$ cat src/rtl/multicycle_ctrl.sv
// Multicycle control FSM for the zestcore datapath (RV32I subset).
// Sequences fetch/decode/execute/memory/writeback, stalls on mem_ready,
// and parks in a terminal trap state on unsupported encodings.
package alu_pkg;
  typedef enum logic [2:0] {
    ALU_ADD = 3'd0,
    ALU_SUB = 3'd1,
    ALU_AND = 3'd2,
    ALU_OR  = 3'd3,
    ALU_SLT = 3'd4,
    ALU_NOP = 3'd5
  } alu_op_e;
endpackage

module multicycle_ctrl
  import alu_pkg::*;
(
  input  logic                clk,
  input  logic                rst,
  multicycle_ctrl_if.master   bus
);

  localparam logic [6:0] OP_LW  = 7'b0000011;
  localparam logic [6:0] OP_SW  = 7'b0100011;
  localparam logic [6:0] OP_R   = 7'b0110011;
  localparam logic [6:0] OP_I   = 7'b0010011;
  localparam logic [6:0] OP_BEQ = 7'b1100011;
  localparam logic [6:0] OP_JAL = 7'b1101111;

  typedef enum logic [3:0] {
    S_FETCH, S_DECODE, S_MEMADR, S_MEMREAD, S_MEMWB, S_MEMWRITE,
    S_EXECR, S_EXECI, S_ALUWB, S_BEQ, S_JAL, S_TRAP
  } state_e;

  state_e  state;
  state_e  state_next;
  logic    load_q;
  alu_op_e dec_op;
  logic    dec_legal;

  // State register; reset always lands in FETCH.
  always_ff @(posedge clk) begin
    if (rst) state <= S_FETCH;
    else     state <= state_next;
  end

  // Remember lw vs sw at decode so MEMADR does not look at the IR fields.
  always_ff @(posedge clk) begin
    if (rst)                    load_q <= 1'b0;
    else if (state == S_DECODE) load_q <= (bus.opcode == OP_LW);
  end

  // ALU operation decode from funct3; SUB only exists for R-type execute.
  always_comb begin
    dec_op    = ALU_NOP;
    dec_legal = 1'b1;
    case (bus.funct3)
      3'b000:  dec_op = (state == S_EXECR && bus.funct7b5) ? ALU_SUB : ALU_ADD;
      3'b010:  dec_op = ALU_SLT;
      3'b110:  dec_op = ALU_OR;
      3'b111:  dec_op = ALU_AND;
      default: dec_legal = 1'b0;
    endcase
  end

  // Next-state and output decode; reset masks every enable and the ALU op.
  always_comb begin
    state_next     = state;
    bus.pc_write   = 1'b0;
    bus.ir_write   = 1'b0;
    bus.adr_src    = 1'b0;
    bus.mem_write  = 1'b0;
    bus.reg_write  = 1'b0;
    bus.result_src = 2'b00;
    bus.alu_src_a  = 2'b00;
    bus.alu_src_b  = 2'b00;
    bus.alu_op     = ALU_NOP;
    bus.illegal    = 1'b0;
    case (state)
      S_FETCH: begin
        bus.alu_src_b  = 2'b10;
        bus.alu_op     = ALU_ADD;
        bus.result_src = 2'b10;
        bus.ir_write   = bus.mem_ready;
        bus.pc_write   = bus.mem_ready;
        if (bus.mem_ready) state_next = S_DECODE;
      end
      S_DECODE: begin
        bus.alu_src_a = 2'b01;
        bus.alu_src_b = 2'b01;
        bus.alu_op    = ALU_ADD;
        case (bus.opcode)
          OP_LW, OP_SW: state_next = S_MEMADR;
          OP_R:         state_next = dec_legal ? S_EXECR : S_TRAP;
          OP_I:         state_next = dec_legal ? S_EXECI : S_TRAP;
          OP_BEQ:       state_next = S_BEQ;
          OP_JAL:       state_next = S_JAL;
          default:      state_next = S_TRAP;
        endcase
      end
      S_MEMADR: begin
        bus.alu_src_a = 2'b10;
        bus.alu_src_b = 2'b01;
        bus.alu_op    = ALU_ADD;
        state_next    = load_q ? S_MEMREAD : S_MEMWRITE;
      end
      S_MEMREAD: begin
        bus.adr_src = 1'b1;
        if (bus.mem_ready) state_next = S_MEMWB;
      end
      S_MEMWB: begin
        bus.result_src = 2'b01;
        bus.reg_write  = 1'b1;
        state_next     = S_FETCH;
      end
      S_MEMWRITE: begin
        bus.adr_src   = 1'b1;
        bus.mem_write = 1'b1;
        if (bus.mem_ready) state_next = S_FETCH;
      end
      S_EXECR: begin
        bus.alu_src_a = 2'b10;
        bus.alu_op    = dec_op;
        state_next    = S_ALUWB;
      end
      S_EXECI: begin
        bus.alu_src_a = 2'b10;
        bus.alu_src_b = 2'b01;
        bus.alu_op    = dec_op;
        state_next    = S_ALUWB;
      end
      S_ALUWB: begin
        bus.reg_write = 1'b1;
        state_next    = S_FETCH;
      end
      S_BEQ: begin
        bus.alu_src_a = 2'b10;
        bus.alu_op    = ALU_SUB;
        bus.pc_write  = bus.zero;
        state_next    = S_FETCH;
      end
      S_JAL: begin
        bus.alu_src_a = 2'b01;
        bus.alu_src_b = 2'b10;
        bus.alu_op    = ALU_ADD;
        bus.pc_write  = 1'b1;
        state_next    = S_ALUWB;
      end
      S_TRAP: begin
        bus.illegal = 1'b1;
      end
      default: state_next = S_FETCH;
    endcase
    if (rst) begin
      bus.pc_write  = 1'b0;
      bus.ir_write  = 1'b0;
      bus.mem_write = 1'b0;
      bus.reg_write = 1'b0;
      bus.alu_op    = ALU_NOP;
    end
  end

endmodule

$ cat src/rtl/multicycle_ctrl_if.sv
// Control bus between the multicycle sequencer and the zestcore datapath.
// The master side is the controller: it reads instruction fields and
// datapath status, and drives enables, mux selects and the ALU operation.
interface multicycle_ctrl_if;
  logic [6:0] opcode;
  logic [2:0] funct3;
  logic       funct7b5;
  logic       zero;
  logic       mem_ready;

  logic       pc_write;
  logic       ir_write;
  logic       adr_src;
  logic       mem_write;
  logic       reg_write;
  logic [1:0] result_src;
  logic [1:0] alu_src_a;
  logic [1:0] alu_src_b;
  logic [2:0] alu_op;
  logic       illegal;

  modport master (
    input  opcode, funct3, funct7b5, zero, mem_ready,
    output pc_write, ir_write, adr_src, mem_write, reg_write,
    output result_src, alu_src_a, alu_src_b, alu_op, illegal
  );

  modport slave (
    output opcode, funct3, funct7b5, zero, mem_ready,
    input  pc_write, ir_write, adr_src, mem_write, reg_write,
    input  result_src, alu_src_a, alu_src_b, alu_op, illegal
  );
endinterface

$ cat src/flat_wrapper.sv
// flat-port wrapper written by rule: the top's interface ports become plain ports
module multicycle_ctrl_flat import alu_pkg::*;
  (clk, rst, bus_opcode, bus_funct3, bus_funct7b5, bus_zero, bus_mem_ready, bus_pc_write, bus_ir_write, bus_adr_src, bus_mem_write, bus_reg_write, bus_result_src, bus_alu_src_a, bus_alu_src_b, bus_alu_op, bus_illegal);
  multicycle_ctrl_if bus_i ();
  input  logic clk;
  input  logic rst;
  input wire logic [$bits(bus_i.opcode)-1:0] bus_opcode;
  input wire logic [$bits(bus_i.funct3)-1:0] bus_funct3;
  input wire logic [$bits(bus_i.funct7b5)-1:0] bus_funct7b5;
  input wire logic [$bits(bus_i.zero)-1:0] bus_zero;
  input wire logic [$bits(bus_i.mem_ready)-1:0] bus_mem_ready;
  output wire logic [$bits(bus_i.pc_write)-1:0] bus_pc_write;
  output wire logic [$bits(bus_i.ir_write)-1:0] bus_ir_write;
  output wire logic [$bits(bus_i.adr_src)-1:0] bus_adr_src;
  output wire logic [$bits(bus_i.mem_write)-1:0] bus_mem_write;
  output wire logic [$bits(bus_i.reg_write)-1:0] bus_reg_write;
  output wire logic [$bits(bus_i.result_src)-1:0] bus_result_src;
  output wire logic [$bits(bus_i.alu_src_a)-1:0] bus_alu_src_a;
  output wire logic [$bits(bus_i.alu_src_b)-1:0] bus_alu_src_b;
  output wire logic [$bits(bus_i.alu_op)-1:0] bus_alu_op;
  output wire logic [$bits(bus_i.illegal)-1:0] bus_illegal;
  assign bus_i.opcode = bus_opcode;
  assign bus_i.funct3 = bus_funct3;
  assign bus_i.funct7b5 = bus_funct7b5;
  assign bus_i.zero = bus_zero;
  assign bus_i.mem_ready = bus_mem_ready;
  assign bus_pc_write = bus_i.pc_write;
  assign bus_ir_write = bus_i.ir_write;
  assign bus_adr_src = bus_i.adr_src;
  assign bus_mem_write = bus_i.mem_write;
  assign bus_reg_write = bus_i.reg_write;
  assign bus_result_src = bus_i.result_src;
  assign bus_alu_src_a = bus_i.alu_src_a;
  assign bus_alu_src_b = bus_i.alu_src_b;
  assign bus_alu_op = bus_i.alu_op;
  assign bus_illegal = bus_i.illegal;
  multicycle_ctrl u_core (.clk(clk), .rst(rst), .bus(bus_i));
endmodule
$ cat config.mk
export PLATFORM = sky130hd
export DESIGN_NAME = multicycle_ctrl_flat
export DESIGN_NICKNAME = d
export VERILOG_FILES = /design/src/rtl/multicycle_ctrl.sv /design/src/rtl/multicycle_ctrl_if.sv /design/src/flat_wrapper.sv
export SDC_FILE = /design/constraint.sdc
export NUM_CORES = 1
export LEC_CHECK = 0
export BUFFER_PORTS_ARGS = -buffer_cell sky130_fd_sc_hd__buf_4
export CORE_MARGIN = 10
export CORE_UTILIZATION = 45
export CTS_CLUSTER_DIAMETER = 30
export DETAILED_ROUTE_END_ITERATION = 16
export GPL_TIMING_DRIVEN = 1
export PLACE_DENSITY = 0.87
export SLEW_MARGIN = 10
export SYNTH_ARGS = -nofsm -noshare
export SYNTH_HDL_FRONTEND = slang
export SYNTH_SLANG_ARGS = --single-unit
$ cat constraint.sdc
create_clock -name clk -period 1.58 [get_ports clk]
set_input_delay 0.316 -clock clk [delete_from_list [all_inputs] [get_ports clk]]
set_output_delay 0.316 -clock clk [all_outputs]
set_load 0.01 [all_outputs]
=== Yosys cells after proc, flatten, opt, wreduce, memory -nomap -nowiden ===
Index checks and enable logic that the tools add are counted.

* Bits in registers: 5
* Input bits: 15
* Output and inout bits: 15
* Word-level logic and storage cells: 67

* Equality and inequality tests: 23
* Multiplexer cells: 26
* Bitwise operators: 1
* Reduce and logical (&&, ||, !) cells: 15

{| class="wikitable"
|+ Operators with widths
! operator !! number
|-
| $pmux 4 s7 || 1
|-
| $mux 4 || 5
|-
| $pmux 4 s5 || 1
|-
| $eq 4x3->1 const B || 4
|-
| $eq 4x4->1 const B || 4
|-
| $eq 7x6->1 const B || 2
|-
| $eq 7x7->1 const B || 2
|-
| $pmux 2 s2 || 3
|-
| $pmux 3 s4 || 1
|-
| $reduce_or 2->1 || 6
|-
| $reduce_or 4->1 || 3
|-
| $mux 1 || 11
|-
| $pmux 3 s3 || 1
|-
| $eq 4x2->1 const B || 2
|-
| $eq 7x2->1 const B || 1
|-
| $eq 7x5->1 const B || 1
|-
| $eq 3x3->1 const B || 2
|-
| $mux 3 || 2
|-
| $ne 2x2->1 const B || 3
|-
| $reduce_or 3->1 || 2
|-
| $eq 4x1->1 const B || 1
|-
| $logic_not 4->1 || 1
|-
| $reduce_and 4->1 || 1
|-
| $eq 3x2->1 const B || 1
|-
| 4 further kinds || 4
|}

=== Depth between registers and ports, before layout ===
Gate-level depths: netlist of run 1.

* Word-level depth: 6
* Depth in mapped cells: 5

=== Worst setup path before layout of run 1 ===
No wires, ideal clock.

* Path kind: reg2out
* From: reg u_core.state[3]
* To: out bus_pc_write
* Arrival: 1.190 ns
* Data required time: 1.264 ns
* Setup slack: 0.074 ns
* Cell stages (with the launch flop): 6
* Cell sequence: dfxtp_1 > clkbuf_1 > nand2_1 > o21ai_0 > a32oi_1 > nor3_1

* Cells in the longest elaborated chain, start to end: 3
* Elaborated cells on any way between the ends: 5

{| class="wikitable"
|+ RTL lines
! element !! line !! source
|-
| start, declared || multicycle_ctrl.sv:35 || <nowiki>state_e state;</nowiki>
|-
| start signal, assigned || multicycle_ctrl.sv:44 || <nowiki>else state <= state_next;</nowiki>
|-
| $eq 4x4->1 / $logic_not 4->1 (equally long branches) || multicycle_ctrl.sv:79 || <nowiki>case (state)</nowiki>
|-
| $pmux 1 s3 * || multicycle_ctrl.sv:79 ||
|-
| $mux 1 * || multicycle_ctrl.sv:154 || <nowiki>if (rst) begin</nowiki>
|-
| end, declared || flat_wrapper.sv:12 || <nowiki>output wire logic [$bits(bus_i.pc_write)-1:0] bus_pc_write;</nowiki>
|}

Every way passes the cells marked *; elsewhere a longest branch is shown, timed or not.

=== Worst setup path after layout of run 1 ===
* From: reg u_core.state[1]
* To: out bus_alu_src_b[0]

* Cells in the longest elaborated chain, start to end: 3
* Elaborated cells on any way between the ends: 8

{| class="wikitable"
|+ RTL lines
! element !! line !! source
|-
| $eq 4x2->1 (tied with other cells) || multicycle_ctrl.sv:79 ||
|-
| $reduce_or 3->1 (no line) / $reduce_or 2->1 (equally long branches) || n/a ||
|-
| $pmux 2 s2 * || multicycle_ctrl.sv:79 ||
|-
| end, declared || flat_wrapper.sv:19 || <nowiki>output wire logic [$bits(bus_i.alu_src_b)-1:0] bus_alu_src_b;</nowiki>
|}

Marked as above.

==> flow_summary.yaml, run 1 <==
timing:
  timing.final.max_slew_violations: 0
  final_min_period_over_clock_period_pct: 108
  relSlewSlack_pct: 74.5
  finalSetupViolCount: 8
  timing.clock.skew_ps: 10.4
  max_slew.worst_pin.slew_ps: 377
  timing_hold_violations_final: 0
  grt_setup_unrepaired: "true"
  setup_slack_ps: -123
  final_period_minus_worst_setup_slack_ps: 1700
  fmax_mhz: 587
  timing.hold.ws_ps: 338
worst_setup_path:
  critPathLaunchType: "register"
  timing.critical_path.to_type: "output port"
  worst-endpoint-required_ps: 1260
  highest_net_fanout_along_the_worst_path: 4
  crit_chain: "and2b_1 -> or3_1 -> and3_1 -> buf_6"
  timing.critical_path.arrival_ps: 1390
  cpMaxStageDelayCell: "sky130_fd_sc_hd__dfxtp_2"
  criticalPathCategory: "register to output port"
  critical-path-max-stage-delay_ps: 340
power_and_ir_drop:
  seq_power_share_pct: 16.0
  leakage_nw: 0.439
  vdd_ir_drop_max_mv: 0.653
  total_switching_power_uw: 737
  finalPower_mw: 1.58
  power_frac_clock_pct: 9.8
  switch_share_pct: 46.5
  cellInternalPower_uw: 847
  power.share.combinational_pct: 74.2
  power.density_nw_per_um2: 1580
clocking:
  insertion_delay_ps: 250
  cts_buffers: 3
  clock_path_buffers: 2
  clock-root-buffer: "sky130_fd_sc_hd__clkbuf_4"
  clkSinkCount: 5
  clkSlewWorstSetupHoldPaths_ps: 50
  cts_tree: "done"
  cts-htree-levels: 1
  post-cts-setup-buffers: 0
route:
  routed_wire_length_per_instance_um: 14.7
  post_drt_via_cell_ratio: 5.84
  drcViolationCount: 0
  routed_vias: 882
  ant_nets: 0
  wl_um: 2220
  dr.pass1.iters: 4
  drt_first_iter_violations: 26
global_route:
  global_route.overflow_total: 0
  maximum_number_of_pins_on_one_net_before_global_route_repair: 13
  grt_first_pass_wirelength_um: 3750
  via_count_of_the_first_global_routing_pass: 838
  total_global_routing_track_utilization_pct: 13.4
  number_of_antenna_violations_at_the_first_check_in_global_routing: 0
floorplan:
  design.core.area_um2: 1330
  core.rowCount: 13
  boundaryPins: 30
  die-area_um2: 3370
  initial_core_util_pct: 48.9
  dieWidth_um: 58.1
  dieHeight_um: 58.1
synth:
  synthesis.nets: 116
  predominant_post_synthesis_flop_cell: "sky130_fd_sc_hd__dfxtp_1"
  cell_types_with_the_largest_area_share_after_synthesis: "sky130_fd_sc_hd__dfxtp_1 (15%), sky130_fd_sc_hd__nand2_1 (9.2%), sky130_fd_sc_hd__a211oi_1 (4.6%), sky130_fd_sc_hd__nor2_1 (4.6%), sky130_fd_sc_hd__a21oi_1 (3.8%)"
  ys_seq_elements: 5
  avgSynthCellArea_um2: 6.45
  mapped_cells: 101
  number_of_enable_flip_flop_cells_after_synthesis: 0
  synth_sequential_area_ratio_pct: 15.4
  synth_top_area_cell: "sky130_fd_sc_hd__dfxtp_1"
  yosys_warnings: 0
  asyncSetResetFlopFracSynth_pct: 0
  number_of_different_library_cells_in_the_post_synthesis_netlist: 35
  synth_top_area_share_pct: 15.4
  synthesized_area_um2: 652
placed_design:
  detailed_place_hpwl_um: 1760
  gp_congestion: 0.874
  io_buffers: 29
flow_run:
  max_cap_viol_count: 0
min_path:
  holdCritPathClass: "input pin to register"
outcome:
  violations: "setup timing"
  outcome: "complete, but fails checks"
layout:
  area_growth_pct: 53.6
  filler_cell_count_in_the_final_layout: 107
  n_antenna_cell: 0
  nNetsFinal: 152
  drive_above_1_share_pct: 39.7
## layout make-up
cell class / count / area (um2) / share of cell area (%)
well taps: 15 / 18.8 / 1.88
multi-input cells: 85 / 543 / 54.3
clock inverters: 1 / 5.00 / 0.500
inverters: 5 / 18.8 / 1.88
clock buffers: 3 / 22.5 / 2.25
repair buffers: 37 / 285 / 28.5
flip-flops and latches: 5 / 108 / 10.7
## cell usage after synthesis, types with 3 or more instances
library cell and number:
sky130_fd_sc_hd__a211oi_1 4, sky130_fd_sc_hd__a21o_1 3, sky130_fd_sc_hd__a21oi_1 5, sky130_fd_sc_hd__buf_2 3
sky130_fd_sc_hd__dfxtp_1 5, sky130_fd_sc_hd__inv_1 4, sky130_fd_sc_hd__nand2_1 16, sky130_fd_sc_hd__nand2b_1 3
sky130_fd_sc_hd__nand3_1 4, sky130_fd_sc_hd__nor2_1 8, sky130_fd_sc_hd__nor3_1 5, sky130_fd_sc_hd__o211ai_1 3
sky130_fd_sc_hd__o21ai_1 3, sky130_fd_sc_hd__or2_1 4, sky130_fd_sc_hd__or3_1 3
## power groups by stage
stage / combinational (mW) / clock [mW] / sequential, mW
after global routing: 1.30 / 0.165 / 0.262
after detailed placement: 1.07 / 0 / 0.233
final: 1.17 / 0.155 / 0.254
after global placement: 1.05 / 0 / 0.232
after CTS: 1.15 / 0.160 / 0.242
after floorplan: 0.678 / 0 / 0.207
## cell usage in the layout (no fill, tap or decap), types with 4 or more instances in the layout
master | Yosys | final
sky130_fd_sc_hd__nand3_1 | 4 | 4
sky130_fd_sc_hd__o21ai_1 | 3 | 4
sky130_fd_sc_hd__nand2_1 | 16 | 15
sky130_fd_sc_hd__nor2_1 | 8 | 7
sky130_fd_sc_hd__a21oi_1 | 5 | 5
sky130_fd_sc_hd__buf_4 | 0 | 35
sky130_fd_sc_hd__a211oi_1 | 4 | 4
## logic make-up (layout without fill, tap and decap cells)
logic type / Yosys count / in the layout / share of synthesized area (%)
buffers and inverters: 11 / 46 / 8.06
AO/OA/AOI/OAI: 29 / 29 / 32.2
AND/OR/NAND/NOR: 54 / 54 / 41.7
XOR/XNOR: 2 / 2 / 2.69
flip-flops: 5 / 5 / 15.4
## flip-flops by register name (all words and copies together) (netlist names)
name           flops
u_core.state       4
u_core.load_q      1
## layer usage
metal	vias to the layer above	GRT usage (%)	routed length [um]
met5	-	0	0
met4	0	6.04	38
met3	4	5.01	178
met2	44	22.2	1020
met1	390	14.9	980
li1	444	-	-
## final timing paths
check                           depth (start not counted)          endpoint            start  slack, ps
worst max-delay path                                    4  bus_alu_src_b[0]  u_core.state[1]       -120
worst min-delay path                                    2     u_core.load_q              rst        340
worst max register to register                          5   u_core.state[3]  u_core.state[1]         90
worst min register to register                          2     u_core.load_q    u_core.load_q        450
## worst max-delay path, delay by kind of cell, from the launching register on
family,cells,cell delay (ps)
DFF,1,340
buffers and inverters,1,120
and+or+nand+nor,3,680
## through the flow
| step | instances | setup WS (ps) | setup TNS [ps] | instance area, um2 | util [%] |
|---|---|---|---|---|---|
| floorplan | 101 | 74.2 | 0 | 652 | - |
| global placement | 147 | 66.6 | 0 | 915 | 68.6 |
| detailed placement | 147 | 49.3 | 0 | 915 | 68.6 |
| CTS | 151 | -147 | -510 | 980 | 73.5 |
| global route | 151 | -173 | -1260 | 1000 | 75.0 |
| finish | 151 | -123 | -405 | 1000 | 75.0 |
## repair_timing
action	4_1_cts	5_1_grt
resized for setup	12	6
hold buffers	0	0
pin swaps	3	2
endpoints found under the setup margin	15	15
No activity file was read; power rests on OpenSTA's default activity.
==> run 2, diff against run 1 <==
--- a/config.mk
+++ b/config.mk
@@ -9,6 +9,7 @@
 export CORE_MARGIN = 10
 export CORE_UTILIZATION = 45
 export CTS_CLUSTER_DIAMETER = 30
+export CTS_CLUSTER_SIZE = 24
 export DETAILED_ROUTE_END_ITERATION = 16
 export GPL_TIMING_DRIVEN = 1
 export PLACE_DENSITY = 0.87
==> constraint.sdc (replaced) <==
create_clock -name clk -period 2.1 [get_ports clk]
set_input_delay 0.42 -clock clk [delete_from_list [all_inputs] [get_ports clk]]
set_output_delay 0.42 -clock clk [all_outputs]
set_load 0.01 [all_outputs]
==> run 2 against run 1 <==
The run now ends clean. Hold slack improved by 100 ps. Flip-flop and latch count unchanged. Critical path depth unchanged. Cell count decreased by 4.0%. Die area unchanged. Clock skew decreased by 8.9 ps. Setup slack improved by 240 ps. Wire length decreased by 5.0%. Largest cell class unchanged. Largest power group unchanged.
==> flow_summary.yaml, run 2 (synthesis gave the netlist of run 1 again) <==
outcome:
  outcome: "complete, no violations"
timing:
  final_period_minus_worst_setup_slack_ps: 1980
  max_slew.worst_pin.slew_ps: 480
  setup_slack_ps: 119
  final_min_period_over_clock_period_pct: 94.4
  timing.final.max_slew_violations: 0
  finalSetupViolCount: 0
  setup_total_negative_slack_ps: 0
  timing.clock.skew_ps: 1.58
  fmax_mhz: 505
  grt_setup_unrepaired: "false"
  timing_hold_violations_final: 0
  relSlewSlack_pct: 68.0
worst_setup_path:
  critPathLaunchType: "register"
  endpoint: "bus_alu_src_b[0]"
  ff2ff_path_depth: 5
  criticalPathCategory: "register to output port"
  worst-endpoint-required_ps: 1680
  worst_r2r_startpoint: "u_core.state[1]"
  timing.critical_path.arrival_ps: 1560
  timing.critical_path.to_type: "output port"
  crit-reg2reg-capture: "u_core.state[3]"
  timing.critical_path.from: "u_core.state[0]"
  crit_chain: "and2b_1 -> or3_1 -> and3_1 -> buf_4"
  cpMaxStageDelayCell: "sky130_fd_sc_hd__dfxtp_1"
  highest_net_fanout_along_the_worst_path: 8
  r2r_setup_slack_ps: 540
  critical-path-max-stage-delay_ps: 390
route:
  drcViolationCount: 0
  wl_um: 2110
  routed_vias: 864
  ant_nets: 0
  drt_first_iter_violations: 23
  dr.pass1.iters: 4
  routed_wire_length_per_instance_um: 14.5
  post_drt_via_cell_ratio: 5.96
clocking:
  clock_path_buffers: 2
  cts-htree-levels: 1
  cts_buffers: 3
  cts_resized: 0
  clkSlewWorstSetupHoldPaths_ps: 40
  cts_tree: "done"
  post-cts-setup-buffers: 0
  clkSinkCount: 5
  clock-root-buffer: "sky130_fd_sc_hd__clkbuf_4"
  post_cts_hold_buffer_count: 0
  insertion_delay_ps: 240
floorplan:
  dieWidth_um: 58.1
  core.rowCount: 13
  dieHeight_um: 58.1
  initial_core_util_pct: 48.9
  die-area_um2: 3370
  boundaryPins: 30
  design.core.area_um2: 1330
global_route:
  via_count_of_the_first_global_routing_pass: 760
  total_global_routing_track_utilization_pct: 11.9
  maximum_number_of_pins_on_one_net_before_global_route_repair: 16
  global_route.overflow_total: 0
  grt_first_pass_wirelength_um: 3390
  number_of_antenna_violations_at_the_first_check_in_global_routing: 0
layout:
  filler_cell_count_in_the_final_layout: 126
  utilization_pct: 67.3
  nNetsFinal: 146
  largest-register: "u_core.state"
  area_growth_pct: 37.6
  mostFrequentLayoutCell: "sky130_fd_sc_hd__buf_4"
  finalInstanceArea_um2: 897
  n_antenna_cell: 0
  layout_common_cells: "sky130_fd_sc_hd__buf_4 (31), sky130_fd_sc_hd__nand2_1 (16), sky130_fd_sc_hd__nor2_1 (8)"
  reg.largest.list: "u_core.state: 4 flops, u_core.load_q: 1 flops"
  largest_reg_flops: 4
  drive_above_1_share_pct: 27.7
power_and_ir_drop:
  leakage_nw: 0.396
  vdd_ir_drop_max_mv: 0.505
  finalPower_mw: 1.05
  power.density_nw_per_um2: 1180
placed_design:
  placed_area_um2: 870
  detailed_place_hpwl_um: 1720
  gp_congestion: 0.866
  place_worst_setup_slack_ps: 367
  io_buffers: 29
flow_run:
  max_cap_viol_count: 0
min_path:
  holdCritPathClass: "input pin to register"
## run 2: cell types whose count changed in the layout (fill, tap and decap cells not counted), sizes merged
cell    before  now
buf         37   31
clkinv       1    0
clkbuf       3    4
## run 2: how the worst min path moves through the flow
| stage | cells past startpoint | to | startpoint |
|---|---|---|---|
| 3_5_place_dp | 2 | u_core.load_q | u_core.load_q |
| 5_1_grt | 2 | u_core.state[1] | rst |
| 3_3_place_gp | 2 | u_core.load_q | u_core.load_q |
| 2_1_floorplan | 2 | u_core.load_q | u_core.load_q |
| 6_report | 2 | u_core.load_q | rst |
| 4_1_cts | 2 | u_core.load_q | rst |
## run 2: layout make-up
cell class	count	area, um2	share of cell area (%)
Multi-Input combinational cell	85	499	55.6
Timing Repair Buffer	31	233	25.9
Sequential cell	5	101	11.3
Clock buffer	4	26.3	2.93
Inverter	5	18.8	2.09
Tap cell	15	18.8	2.09
## run 2: routing by layer
metal  up-vias  routed length (um)  track usage [%]
li1        430                   -                -
met1       389                 882             13.5
met2        43                1010             19.6
met3         2                 199             4.79
met4         0                  16             4.03
met5         -                   0                0
## run 2: per-stage QoR
step / instances / hold slack [ps]
2_1_floorplan: 101 / 427
3_3_place_gp: 141 / 445
3_5_place_dp: 141 / 452
4_1_cts: 145 / 432
5_1_grt: 145 / 452
6_report: 145 / 439
## run 2: power by group
group	switching [mW]	total, mW	leakage (nW)	internal [mW]
Sequential	0.0698	0.194	0.0414	0.124
Combinational	0.393	0.749	0.340	0.356
Clock	0.0398	0.112	0.0150	0.0719
## run 2: critical path, delay by kind of cell, from the launching register on
kind	cells	cell delay (ps)
AND/OR/NAND/NOR	3	790
flip-flops	1	390
buffers and inverters	1	140
==> run 3, diff against run 2 <==
--- a/config.mk
+++ b/config.mk
@@ -5,14 +5,14 @@
 export SDC_FILE = /design/constraint.sdc
 export NUM_CORES = 1
 export LEC_CHECK = 0
+export ABC_AREA = 1
 export BUFFER_PORTS_ARGS = -buffer_cell sky130_fd_sc_hd__buf_4
 export CORE_MARGIN = 10
 export CORE_UTILIZATION = 45
-export CTS_CLUSTER_DIAMETER = 30
 export CTS_CLUSTER_SIZE = 24
 export DETAILED_ROUTE_END_ITERATION = 16
 export GPL_TIMING_DRIVEN = 1
-export PLACE_DENSITY = 0.87
+export PLACE_DENSITY = 0.78
 export SLEW_MARGIN = 10
 export SYNTH_ARGS = -nofsm -noshare
 export SYNTH_HDL_FRONTEND = slang
==> run 3 against run 2 <==
Non-clock buffer count decreased by 2. Clock skew up 0.75 ps. Synthesized cell count grew 9.9%. Sequential share of layout area is 0.35 points higher. Hold slack worse by 1.3 ps. Die area fell by 3.5%. First-iteration DRC count fell by 26%. Power down 1.8%. Fmax barely moved.
==> flow_summary.yaml, run 3 <==
floorplan:
  dieWidth_um: 57.0
  die-area_um2: 3250
  core.rowCount: 13
  design.core.area_um2: 1300
  initial_core_util_pct: 47.4
  dieHeight_um: 57.0
  boundaryPins: 30
worst_setup_path:
  worst-endpoint-required_ps: 1680
  critPathLaunchType: "register"
  highest_net_fanout_along_the_worst_path: 4
  timing.critical_path.arrival_ps: 1560
  timing.critical_path.to_type: "output port"
  criticalPathCategory: "register to output port"
clocking:
  clock_path_buffers: 2
  clock-root-buffer: "sky130_fd_sc_hd__clkbuf_4"
  cts_tree: "done"
  post-cts-setup-buffers: 0
  cts-htree-levels: 1
  clkSlewWorstSetupHoldPaths_ps: 40
  clkSinkCount: 5
  cts_buffers: 3
  insertion_delay_ps: 230
power_and_ir_drop:
  finalPower_mw: 1.04
  leakage_nw: 0.457
  power.density_nw_per_um2: 1180
  vdd_ir_drop_max_mv: 0.728
min_path:
  holdCritPathClass: "input pin to register"
timing:
  final_min_period_over_clock_period_pct: 94.3
  fmax_mhz: 505
  timing.clock.skew_ps: 2.34
  timing.final.max_slew_violations: 0
  max_slew.worst_pin.slew_ps: 303
  finalSetupViolCount: 0
  grt_setup_unrepaired: "false"
  timing_hold_violations_final: 0
  timing.hold.ws_ps: 438
  relSlewSlack_pct: 79.7
  final_period_minus_worst_setup_slack_ps: 1980
  setup_total_negative_slack_ps: 0
global_route:
  grt_first_pass_wirelength_um: 3100
  grt.met3_usage_pct: 2.21
  number_of_antenna_violations_at_the_first_check_in_global_routing: 0
  grt.met1_usage_pct: 12.4
  busiest_grt_layer: "met2"
  grtUsageMet2_pct: 18.6
  global_route.overflow_total: 0
  maximum_number_of_pins_on_one_net_before_global_route_repair: 11
  total_global_routing_track_utilization_pct: 10.8
  via_count_of_the_first_global_routing_pass: 759
route:
  routed_vias: 806
  post_drt_via_cell_ratio: 5.10
  drt_first_iter_violations: 17
  dr.pass1.iters: 5
  ant_nets: 0
  drcViolationCount: 0
  routed_wire_length_per_instance_um: 11.7
  wl_um: 1850
synth:
  synth_top_area_cell: "sky130_fd_sc_hd__dfxtp_1"
  synthesized_area_um2: 617
  avgSynthCellArea_um2: 5.56
  number_of_different_library_cells_in_the_post_synthesis_netlist: 22
  number_of_enable_flip_flop_cells_after_synthesis: 0
  asyncSetResetFlopFracSynth_pct: 0
  synth_top_area_share_pct: 16.2
  synthTopCellsByCount: "sky130_fd_sc_hd__nand2_1 (24), sky130_fd_sc_hd__inv_1 (16), sky130_fd_sc_hd__nor2_1 (13)"
  yosys_warnings: 0
  mapped_cells: 111
  predominant_post_synthesis_flop_cell: "sky130_fd_sc_hd__dfxtp_1"
  synthesis.nets: 126
  cell_types_with_the_largest_area_share_after_synthesis: "sky130_fd_sc_hd__dfxtp_1 (16%), sky130_fd_sc_hd__nand2_1 (15%), sky130_fd_sc_hd__inv_1 (9.7%), sky130_fd_sc_hd__nor2_4 (9.1%), sky130_fd_sc_hd__nor2_1 (7.9%)"
  yosysMostFrequentCell: "sky130_fd_sc_hd__nand2_1"
  synth_sequential_area_ratio_pct: 16.2
  ys_seq_elements: 5
outcome:
  outcome: "complete, no violations"
layout:
  area_growth_pct: 42.8
  mostFrequentLayoutCell: "sky130_fd_sc_hd__buf_4"
  n_antenna_cell: 0
  largest-register: "u_core.state"
  finalNonFillerCells: 158
  nNetsFinal: 159
  reg.largest.list: "u_core.state: 4 flops, u_core.load_q: 1 flops"
  layout_common_cells: "sky130_fd_sc_hd__buf_4 (29), sky130_fd_sc_hd__nand2_1 (24), sky130_fd_sc_hd__inv_1 (16)"
  drive_above_1_share_pct: 38.5
  finalInstanceArea_um2: 881
  largest_reg_flops: 4
placed_design:
  place.detailed.instances: 154
  io_buffers: 29
  gp_congestion: 0.839
  detailed_place_hpwl_um: 1630
  placed_area_um2: 850
flow_run:
  max_cap_viol_count: 0
[run 3: changes by cell type after synthesis, moves of 5 or more]
cell                      previous run  this run
sky130_fd_sc_hd__inv_1               4        16
sky130_fd_sc_hd__inv_2               1         7
sky130_fd_sc_hd__nand2_1            16        24
sky130_fd_sc_hd__nand3_1             4         9
sky130_fd_sc_hd__nor2_1              8        13
sky130_fd_sc_hd__nor2_4              0         5
[run 3: power breakdown]
group	total, mW	switching, mW	internal (mW)	leakage [nW]
Clock	0.104	0.0324	0.0714	0.0150
Combinational	0.745	0.431	0.314	0.400
Sequential	0.187	0.0516	0.135	0.0419
[run 3: final timing paths]
kind                                 startpoint         endpoint  slack (ps)  depth (start not counted)
worst max register to register  u_core.state[2]  u_core.state[2]         760                          7
worst min register to register  u_core.state[1]  u_core.state[1]         540                          2
worst max-delay path            u_core.state[2]    bus_alu_op[0]         120                         10
worst min-delay path                        rst  u_core.state[1]         440                          2
[run 3: cell families (layout without fill, tap and decap cells)]
family	after synthesis	count (layout)	share of synthesized area [%]
AND/OR/NAND/NOR	62	62	50.1
buffers and inverters	24	56	14.6
AO/OA/AOI/OAI	20	20	19.1
flip-flops	5	5	16.2
[run 3: layout make-up]
class	count	area [um2]
clock buffer	4	26.3
fill	127	420
inverter	23	86.3
multi-input combinational	82	429
sequential	5	103
tap	15	18.8
timing repair buffer	29	218
[run 3: worst max-delay path: stages, from the launching register on]
cell	delay, ps
sky130_fd_sc_hd__dfxtp_1	430
sky130_fd_sc_hd__inv_2	70
sky130_fd_sc_hd__nor2_4	120
sky130_fd_sc_hd__inv_2	80
sky130_fd_sc_hd__nor2_4	110
sky130_fd_sc_hd__inv_2	50
sky130_fd_sc_hd__nand3_1	100
sky130_fd_sc_hd__nor3_2	50
sky130_fd_sc_hd__nor2_2	90
sky130_fd_sc_hd__nand3_1	80
sky130_fd_sc_hd__buf_4	140
[run 3: timing repair]
| item | in CTS | in global routing |
|---|---|---|
| gates resized for setup | 0 | 3 |
| endpoints found under the hold margin | 0 | 0 |
| hold buffers | 0 | 0 |
| setup endpoints to repair | 0 | 2 |
[run 3: per-layer routing]
metal | wire [um] | part of all wire (%)
met1 | 757 | 41
met2 | 964 | 52
met3 | 121 | 6.5
met4 | 8 | 0.43
met5 | 0 | 0
[run 3: through the flow]
stage	util (%)	setup slack, ps
final	67.7	119
after global routing	67.7	8.06
after CTS	67.3	89.5
after detailed placement	65.3	283
after global placement	65.3	346
after floorplan	-	493
